File: src/rtl/mem_seq_initiator_pkg.sv
// -----------------------------------------------------------------------------
// mem_seq_initiator_pkg
//
// Shared definitions for the memory sequence initiator:
//   - state_t      : sequencer states, in issue order
//   - mem_ctrl_t   : data-phase encodings ([1] read, [0] write)
//   - seq_req_t    : one instruction's request, latched at accept
//   - reg_addr()   : byte address of a register-file word
//   - next_stage() : next non-skipped state once an access completes
// -----------------------------------------------------------------------------
package mem_seq_initiator_pkg;

    typedef enum logic [2:0] {
        S_IDLE  = 3'd0,
        S_FETCH = 3'd1,
        S_RS1   = 3'd2,
        S_RS2   = 3'd3,
        S_DMEM  = 3'd4,
        S_WB    = 3'd5,
        S_DONE  = 3'd6
    } state_t;

    typedef enum logic [1:0] {
        MC_NONE = 2'b00,
        MC_WR   = 2'b01,
        MC_RD   = 2'b10,
        MC_ERR  = 2'b11
    } mem_ctrl_t;

    typedef struct packed {
        logic [31:0] ins_addr;
        logic [4:0]  rs1;
        logic [4:0]  rs2;
        logic [4:0]  rd;
        logic        op_write;
        logic [31:0] wb_value;
        mem_ctrl_t   mc;
        logic [31:0] address;
        logic [31:0] w_data;
    } seq_req_t;

    // Register file words sit at base + 4*index.
    function automatic logic [31:0] reg_addr(input logic [31:0] base, input logic [4:0] idx);
        return base + {25'd0, idx, 2'b00};
    endfunction

    function automatic state_t after_dmem(input seq_req_t r);
        return (r.op_write && (r.rd != 5'd0)) ? S_WB : S_DONE;
    endfunction

    // Decision once the register reads are out of the way. An illegal
    // mem_ctrl goes straight to DONE and also bypasses write-back.
    function automatic state_t after_regs(input seq_req_t r);
        state_t n;
        case (r.mc)
            MC_RD, MC_WR: n = S_DMEM;
            MC_ERR:       n = S_DONE;
            default:      n = after_dmem(r);
        endcase
        return n;
    endfunction

    // Skipped stages cost no cycle: jump straight to the next real access.
    function automatic state_t next_stage(input state_t s, input seq_req_t r);
        state_t n;
        case (s)
            S_FETCH: n = (r.rs1 != 5'd0) ? S_RS1 :
                         (r.rs2 != 5'd0) ? S_RS2 : after_regs(r);
            S_RS1:   n = (r.rs2 != 5'd0) ? S_RS2 : after_regs(r);
            S_RS2:   n = after_regs(r);
            S_DMEM:  n = after_dmem(r);
            default: n = S_DONE;
        endcase
        return n;
    endfunction

endpackage

File: src/rtl/mem_seq_initiator_if.sv
// -----------------------------------------------------------------------------
// mem_seq_initiator_if
//
// Single shared word port between the initiator and the unified memory.
//   mem_req   : access request (initiator -> memory)
//   mem_we    : write strobe
//   mem_addr  : byte address, held stable while mem_req=1
//   mem_wdata : write data, held stable while mem_req=1
//   mem_rdata : read data, valid while mem_ready=1
//   mem_ready : access completes on an edge with mem_req=1 and mem_ready=1
// -----------------------------------------------------------------------------
interface mem_seq_initiator_if;
    logic        mem_req;
    logic        mem_we;
    logic [31:0] mem_addr;
    logic [31:0] mem_wdata;
    logic [31:0] mem_rdata;
    logic        mem_ready;

    modport master (
        output mem_req, mem_we, mem_addr, mem_wdata,
        input  mem_rdata, mem_ready
    );

    modport slave (
        input  mem_req, mem_we, mem_addr, mem_wdata,
        output mem_rdata, mem_ready
    );
endinterface

File: src/rtl/mem_seq_watchdog.sv
// -----------------------------------------------------------------------------
// mem_seq_watchdog
//
// Per-access wait counter, only present when MEM_SEQ_TIMEOUT_EN is defined.
//   clk, reset_n : clock, asynchronous active-low reset
//   mem_req      : an access is outstanding
//   mem_ready    : memory completes the access this cycle
//   expired      : this is the TIMEOUT-th wait cycle; abandon the access
// The count clears whenever no access is waiting, so each new access
// starts from zero.
// -----------------------------------------------------------------------------
`ifdef MEM_SEQ_TIMEOUT_EN
module mem_seq_watchdog #(
    parameter int unsigned TIMEOUT = 15
) (
    input  logic clk,
    input  logic reset_n,
    input  logic mem_req,
    input  logic mem_ready,
    output logic expired
);
    localparam int unsigned CW = $clog2(TIMEOUT + 1);

    logic [CW-1:0] wait_cnt;

    assign expired = mem_req && !mem_ready && (wait_cnt == CW'(TIMEOUT - 1));

    always_ff @(posedge clk or negedge reset_n) begin
        if (!reset_n) begin
            wait_cnt <= '0;
        end else if (!mem_req || mem_ready || expired) begin
            wait_cnt <= '0;
        end else begin
            wait_cnt <= wait_cnt + 1'b1;
        end
    end
endmodule
`endif

File: src/rtl/mem_seq_initiator.sv
// -----------------------------------------------------------------------------
// mem_seq_initiator
//
// Sequences one instruction's memory traffic (fetch, rs1 read, rs2 read,
// data read/write, register write-back) onto one shared word port and holds
// the core busy until the sequence finishes.
//
// Ports:
//   clk, reset_n           : clock, asynchronous active-low reset
//   cyc_valid              : start request, sampled only in IDLE
//   ins_addr               : fetch byte address
//   rs1_addr, rs2_addr     : source register indices (0 = no read, value 0)
//   rd_addr, op_write      : write-back index / enable
//   wb_value               : write-back data
//   mem_ctrl               : [1] data read, [0] data write (11 = error)
//   address, w_data        : data byte address / write value
//   mem                    : memory port (master modport)
//   ins_data, rs1_value,
//   rs2_value, read_data   : registered results
//   cyc_done               : one-cycle pulse in DONE
//   busy                   : state != IDLE
//   err                    : sticky error, cleared on accept
//
// Build option: MEM_SEQ_TIMEOUT_EN adds a per-access watchdog that abandons
// an access after TIMEOUT wait cycles and finishes the sequence with err=1.
// -----------------------------------------------------------------------------
module mem_seq_initiator
    import mem_seq_initiator_pkg::*;
#(
    parameter logic [31:0] REG_BASE = 32'd0,
    parameter int unsigned TIMEOUT  = 15
) (
    input  logic                       clk,
    input  logic                       reset_n,
    input  logic                       cyc_valid,
    input  logic [31:0]                ins_addr,
    input  logic [4:0]                 rs1_addr,
    input  logic [4:0]                 rs2_addr,
    input  logic [4:0]                 rd_addr,
    input  logic                       op_write,
    input  logic [31:0]                wb_value,
    input  logic [1:0]                 mem_ctrl,
    input  logic [31:0]                address,
    input  logic [31:0]                w_data,
    mem_seq_initiator_if.master        mem,
    output logic [31:0]                ins_data,
    output logic [31:0]                rs1_value,
    output logic [31:0]                rs2_value,
    output logic [31:0]                read_data,
    output logic                       cyc_done,
    output logic                       busy,
    output logic                       err
);

    state_t   state;
    state_t   state_nxt;
    seq_req_t req_q;
    logic     accept;
    logic     access_done;
    logic     timeout;

    assign accept      = (state == S_IDLE) && cyc_valid;
    assign access_done = mem.mem_req && mem.mem_ready;

`ifdef MEM_SEQ_TIMEOUT_EN
    mem_seq_watchdog #(
        .TIMEOUT (TIMEOUT)
    ) u_watchdog (
        .clk       (clk),
        .reset_n   (reset_n),
        .mem_req   (mem.mem_req),
        .mem_ready (mem.mem_ready),
        .expired   (timeout)
    );
`else
    // Without the watchdog accesses wait indefinitely.
    logic unused_cfg;
    assign unused_cfg = |TIMEOUT;
    assign timeout    = 1'b0;
`endif

    // ---------------------------------------------------------------------
    // State register
    // ---------------------------------------------------------------------
    // NOTE: clocked state uses non-blocking (<=) so every flop samples the
    // pre-edge values; blocking here would create ordering-dependent races.
    always_ff @(posedge clk or negedge reset_n) begin
        if (!reset_n) begin
            state <= S_IDLE;
        end else begin
            state <= state_nxt;
        end
    end

    // ---------------------------------------------------------------------
    // Next-state logic
    // ---------------------------------------------------------------------
    // NOTE: every always_comb output gets a default on entry; a path that
    // leaves it unassigned would infer a latch.
    always_comb begin
        state_nxt = state;
        case (state)
            S_IDLE: begin
                if (cyc_valid) state_nxt = S_FETCH;
            end
            S_FETCH, S_RS1, S_RS2, S_DMEM, S_WB: begin
                if (timeout) begin
                    state_nxt = S_DONE;
                end else if (access_done) begin
                    state_nxt = next_stage(state, req_q);
                end
            end
            default: state_nxt = S_IDLE;
        endcase
    end

    // ---------------------------------------------------------------------
    // Outputs: decoded from state and the latched request, so they fall to
    // zero the instant reset forces IDLE and cannot move during an access.
    // ---------------------------------------------------------------------
    always_comb begin
        mem.mem_req   = 1'b0;
        mem.mem_we    = 1'b0;
        mem.mem_addr  = 32'd0;
        mem.mem_wdata = 32'd0;
        case (state)
            S_FETCH: begin
                mem.mem_req  = 1'b1;
                mem.mem_addr = req_q.ins_addr;
            end
            S_RS1: begin
                mem.mem_req  = 1'b1;
                mem.mem_addr = reg_addr(REG_BASE, req_q.rs1);
            end
            S_RS2: begin
                mem.mem_req  = 1'b1;
                mem.mem_addr = reg_addr(REG_BASE, req_q.rs2);
            end
            S_DMEM: begin
                mem.mem_req  = 1'b1;
                mem.mem_addr = req_q.address;
                if (req_q.mc == MC_WR) begin
                    mem.mem_we    = 1'b1;
                    mem.mem_wdata = req_q.w_data;
                end
            end
            S_WB: begin
                mem.mem_req   = 1'b1;
                mem.mem_we    = 1'b1;
                mem.mem_addr  = reg_addr(REG_BASE, req_q.rd);
                mem.mem_wdata = req_q.wb_value;
            end
            default: ;
        endcase
    end

    assign cyc_done = (state == S_DONE);
    assign busy     = (state != S_IDLE);

    // ---------------------------------------------------------------------
    // Request latch, result registers and error flag
    // ---------------------------------------------------------------------
    // NOTE: these registers are architecturally visible and must read 0
    // after reset (a reset mid-sequence discards partial results), so they
    // all take the asynchronous reset.
    always_ff @(posedge clk or negedge reset_n) begin
        if (!reset_n) begin
            req_q     <= '0;
            ins_data  <= 32'd0;
            rs1_value <= 32'd0;
            rs2_value <= 32'd0;
            read_data <= 32'd0;
            err       <= 1'b0;
        end else begin
            if (accept) begin
                req_q <= '{
                    ins_addr: ins_addr,
                    rs1:      rs1_addr,
                    rs2:      rs2_addr,
                    rd:       rd_addr,
                    op_write: op_write,
                    wb_value: wb_value,
                    mc:       mem_ctrl_t'(mem_ctrl),
                    address:  address,
                    w_data:   w_data
                };
                err <= 1'b0;
                // Register x0 is never read; its value is simply zero.
                if (rs1_addr == 5'd0) rs1_value <= 32'd0;
                if (rs2_addr == 5'd0) rs2_value <= 32'd0;
            end

            if (access_done) begin
                case (state)
                    S_FETCH: ins_data  <= mem.mem_rdata;
                    S_RS1:   rs1_value <= mem.mem_rdata;
                    S_RS2:   rs2_value <= mem.mem_rdata;
                    S_DMEM:  if (req_q.mc == MC_RD) read_data <= mem.mem_rdata;
                    default: ;
                endcase
            end

            // With an illegal mem_ctrl every entry into DONE is the error
            // skip; otherwise only an abandoned access flags an error.
            if ((state != S_DONE) && (state_nxt == S_DONE) &&
                (timeout || (req_q.mc == MC_ERR))) begin
                err <= 1'b1;
            end
        end
    end

endmodule

File: src/flat_wrapper.sv
// flat-port wrapper written by rule: the top's interface ports become plain ports
module mem_seq_initiator_flat import mem_seq_initiator_pkg::*;
#(
    parameter logic [31:0] REG_BASE = 32'd0,
    parameter int unsigned TIMEOUT  = 15
)
  (clk, reset_n, cyc_valid, ins_addr, rs1_addr, rs2_addr, rd_addr, op_write, wb_value, mem_ctrl, address, w_data, ins_data, rs1_value, rs2_value, read_data, cyc_done, busy, err, mem_mem_req, mem_mem_we, mem_mem_addr, mem_mem_wdata, mem_mem_rdata, mem_mem_ready);
  mem_seq_initiator_if mem_i ();
  input  logic clk;
  input  logic reset_n;
  input  logic cyc_valid;
  input  logic [31:0] ins_addr;
  input  logic [4:0] rs1_addr;
  input  logic [4:0] rs2_addr;
  input  logic [4:0] rd_addr;
  input  logic op_write;
  input  logic [31:0] wb_value;
  input  logic [1:0] mem_ctrl;
  input  logic [31:0] address;
  input  logic [31:0] w_data;
  output logic [31:0] ins_data;
  output logic [31:0] rs1_value;
  output logic [31:0] rs2_value;
  output logic [31:0] read_data;
  output logic cyc_done;
  output logic busy;
  output logic err;
  output wire logic [$bits(mem_i.mem_req)-1:0] mem_mem_req;
  output wire logic [$bits(mem_i.mem_we)-1:0] mem_mem_we;
  output wire logic [$bits(mem_i.mem_addr)-1:0] mem_mem_addr;
  output wire logic [$bits(mem_i.mem_wdata)-1:0] mem_mem_wdata;
  input wire logic [$bits(mem_i.mem_rdata)-1:0] mem_mem_rdata;
  input wire logic [$bits(mem_i.mem_ready)-1:0] mem_mem_ready;
  assign mem_mem_req = mem_i.mem_req;
  assign mem_mem_we = mem_i.mem_we;
  assign mem_mem_addr = mem_i.mem_addr;
  assign mem_mem_wdata = mem_i.mem_wdata;
  assign mem_i.mem_rdata = mem_mem_rdata;
  assign mem_i.mem_ready = mem_mem_ready;
  mem_seq_initiator #(.REG_BASE(REG_BASE), .TIMEOUT(TIMEOUT)) u_core (.clk(clk), .reset_n(reset_n), .cyc_valid(cyc_valid), .ins_addr(ins_addr), .rs1_addr(rs1_addr), .rs2_addr(rs2_addr), .rd_addr(rd_addr), .op_write(op_write), .wb_value(wb_value), .mem_ctrl(mem_ctrl), .address(address), .w_data(w_data), .mem(mem_i), .ins_data(ins_data), .rs1_value(rs1_value), .rs2_value(rs2_value), .read_data(read_data), .cyc_done(cyc_done), .busy(busy), .err(err));
endmodule
File: config.mk
export PLATFORM = sky130hd
export DESIGN_NAME = mem_seq_initiator_flat
export DESIGN_NICKNAME = d
export VERILOG_FILES = /design/src/rtl/mem_seq_initiator_pkg.sv /design/src/rtl/mem_seq_initiator_if.sv /design/src/rtl/mem_seq_watchdog.sv /design/src/rtl/mem_seq_initiator.sv /design/src/flat_wrapper.sv
export SDC_FILE = /design/constraint.sdc
export NUM_CORES = 1
export LEC_CHECK = 0
export BUFFER_PORTS_ARGS = -buffer_cell sky130_fd_sc_hd__buf_2
export CAP_MARGIN = 15
export CORE_AREA = 4 4 156 158
export CTS_CLUSTER_SIZE = 16
export DETAILED_ROUTE_END_ITERATION = 10
export DIE_AREA = 0 0 160 162
export HOLD_SLACK_MARGIN = 0.1
export PLACE_DENSITY = 0.8
export SYNTH_ARGS = -nofsm -noshare
export SYNTH_HDL_FRONTEND = slang
export SYNTH_HIERARCHICAL = 1
export SYNTH_SLANG_ARGS = --single-unit
File: constraint.sdc
create_clock -name clk -period 3.2 [get_ports clk]
set_input_delay 0.16 -clock clk [delete_from_list [all_inputs] [get_ports clk]]
set_output_delay 0.16 -clock clk [all_outputs]
set_load 0.01 [all_outputs]
==> results.json <==
{
  "critPathMaxFanout": 33,
  "drv_slew": 0,
  "io_buffer_count": 378,
  "pin_count": 379,
  "dr.pass1.iters": 5,
  "crit_chain": "nor2_2 > nand2_2 > nor3b_4 > buf_4 > a22oi_1 > nor2b_1 > buf_2",
  "reg2regPathDepth": 5,
  "timing.rr.end": "u_core/read_data[3]",
  "place.gp.congestion": 0.8423,
  "fillers": 1488,
  "synthSimpleGateAreaFrac_pct": 4.450,
  "fmax_mhz": 341.6,
  "drc": 0,
  "dieArea_um2": 25920,
  "numCtsBuffers": 29,
  "placed_cell_area_um2": 13770,
  "dp_hpwl_um": 21850,
  "finalSetupViolations": 0,
  "cts.sinks": 278,
  "worstSetupPathType": "reg2out",
  "grt_pass1_vias": 10170,
  "postLayoutCellArea_um2": 16490,
  "drive_above_1_share_pct": 48.98,
  "routed_wl_um": 35430,
  "crit_arrival_ns": 2.77,
  "fp.coreArea_um2": 23120,
  "hold_start": "cyc_valid",
  "grt_usage_pct": 26.86,
  "rr_startpoint": "u_core/state[1]",
  "grt_max_degree": 115,
  "hp-class": "in2reg",
  "pwr-share-seq_pct": 42.1,
  "clkTransAtPathRegs_ns": 0.06,
  "layout_common_cells": "377 x buf_2, 278 x dfrtp_1, 218 x mux2_2",
  "cts_setup_buffers": 0,
  "syn-cell-area_um2": 11610,
  "power_density_nw_per_um2": 922.3,
  "initial_core_util_pct": 50.22,
  "antenna_found_initial": 6,
  "synth_enable_flop_cells": 0,
  "status": "completed",
  "combPwrFrac_pct": 36.8,
  "grt_pass1_wl_um": 56000,
  "synth-seq-area-share_pct": 59.91,
  "drt-vias-per-instance": 5.537,
  "critPathCaptureType": "output port",
  "rsz0062_at_grt": "no",
  "yosysWarnings": 6,
  "cp_data_required_time_ns": 3.04,
  "fin_setup_tns_ns": 0,
  "switchingPower_uw": 5117,
  "vias": 9253,
  "cts_root_buffer": "clkbuf_16",
  "overflow": 0,
  "relSlewSlack_pct": 38.78,
  "ys_async_sr_fraction_pct": 100.0,
  "fin_crit_ns": 2.927,
  "avgSynthCellArea_um2": 14.46,
  "fp-row-count": 56,
  "leakagePower_uw": 0.007933,
  "cts_tree": "yes",
  "synthFlopType": "dfrtp_1",
  "die_x_um": 160,
  "start_kind": "flip-flop",
  "htreeDepth": 1,
  "synth_nets": 987,
  "pwr-share-clk_pct": 21.1,
  "hold_end": "u_core/req_q[64]",
  "swShare_pct": 33.64,
  "cts_resized": 0,
  "tightest_slew_ns": 0.9183,
  "routedWlPerCell_um": 21.20,
  "synth_cells": 803,
  "insertion_delay_ns": 0.54,
  "cts_hold_buf": 180,
  "synth_top_family_by_area": "multiplexers",
  "dieHeight_um": 162,
  "syn2layout_area_growth_pct": 42.06,
  "synth.area.mux_share_pct": 21.34,
  "hold_depth": 4,
  "layout.nets": 1538,
  "cts_buffer_depth": 3,
  "hold_viol": 0,
  "synth-adder-area-share_pct": 0.2155,
  "final_common_cell": "buf_2",
  "fin_worst_skew_ns": 0.008905,
  "ir_drop_uv": 660.6,
  "reg2reg_slack_ns": 0.61,
  "synth-xor-area-share_pct": 0,
  "crit_slowest_cell": "dfrtp_1",
  "post_synth_num_cell_types": 41,
  "synth_compound_area_share_pct": 10.82,
  "cap_viol_max_count": 0,
  "critPathMaxStageDelay_ns": 0.63,
  "ys_seq_elements": 278,
  "post-route-period-util_pct": 91.48,
  "drt_iter0_markers": 604,
  "p_int_uw": 10100,
  "drtAntennaViolNets": 0
}
==> worst max path at each step <==
| stage | start | end | slack (ns) | cells after the start |
|---|---|---|---|---|
| final | u_core/state[0] | mem_mem_wdata[19] | 0.27 | 7 |
| after global routing | u_core/state[0] | mem_mem_wdata[8] | 0.07 | 7 |
| after CTS | u_core/state[0] | mem_mem_wdata[12] | 0.32 | 7 |
| after detailed placement | u_core/state[0] | u_core/req_q[120] | 0.65 | 4 |
| after global placement | u_core/state[0] | u_core/req_q[42] | 0.69 | 4 |
| after floorplan | u_core/state[1] | u_core/err | 0.93 | 8 |
==> critical path: cells and delay by family, from the launching register on <==
kind / cells / cell delay, ns
compound gates: 1 / 0.18
buf+inv: 2 / 0.56
flops: 1 / 0.63
simple gates: 4 / 0.83
==> kinds of logic (layout without fill, tap and decap cells) <==
logic type	count (synthesis)	count (layout)
other	0	7
DFF	278	278
and+or+nand+nor	83	83
muxes	220	220
adders and majority gates	2	2
AOI/OAI and AO/OA	156	156
buffers and inverters	64	635
==> cell usage after synthesis, types with 4 or more instances <==
cell type,count,area (um^2)
buf_4,5,37.54
nor2_1,10,37.54
a22oi_1,36,270.3
nor3_1,4,20.02
a22o_1,92,805.8
o21ai_0,9,45.04
nor2b_1,39,244.0
mux2_2,218,2455
buf_2,18,90.09
clkbuf_1,21,78.83
a31oi_1,5,31.28
a21oi_1,4,20.02
dfrtp_1,278,6957
buf_6,13,146.4
inv_1,5,18.77
nand2_1,10,37.54
and2_1,4,25.02
==> power groups by stage <==
| stage | clock network, uW | logic, uW | registers (uW) |
|---|---|---|---|
| after floorplan | 0 | 3220 | 6430 |
| after global placement | 0 | 5170 | 6280 |
| after detailed placement | 0 | 5340 | 6370 |
| after CTS | 3260 | 5550 | 6330 |
| after global routing | 3430 | 6000 | 6610 |
| final | 3200 | 5600 | 6410 |
==> area by class of cell <==
cell class	instances	area, um^2	share of cell area (%)
diodes	7	17.52	0.1062
flip-flops and latches	278	6957	42.18
inverters	5	18.77	0.1138
well taps	290	362.8	2.200
clock inverters	8	50.05	0.3034
multi-input cells	461	4294	26.03
repair buffers	579	3936	23.86
clock buffers	43	858.3	5.204
==> routing by layer <==
layer  up-vias  routed length, um  track usage [%]
li1       4074                  -                -
met3       119               2304            5.684
met5         -                 11                0
met4         2               1629            12.28
met1      4636              13390            32.29
met2       422              18090            46.74
==> stage by stage <==
step	hold WS (ns)	utilization, %	std cells	worst slack, ns	total power (uW)
5_1_grt	0.1933	71.33	1670	0.07035	16040
4_1_cts	0.1936	71.26	1664	0.3166	15140
3_5_place_dp	0.3032	59.54	1433	0.6515	11710
2_1_floorplan	-0.1356	-	803	0.9318	9646
6_report	0.2089	71.34	1671	0.2727	15210
3_3_place_gp	0.3067	59.54	1433	0.6894	11440
==> flip-flops by register name (all words and copies together), names as in the netlist <==
signal	count
u_core/ins_data	32
u_core/state	3
u_core/err	1
u_core/req_q	146
u_core/rs2_value	32
u_core/rs1_value	32
u_core/read_data	32
No activity file was read; power rests on OpenSTA's default activity.
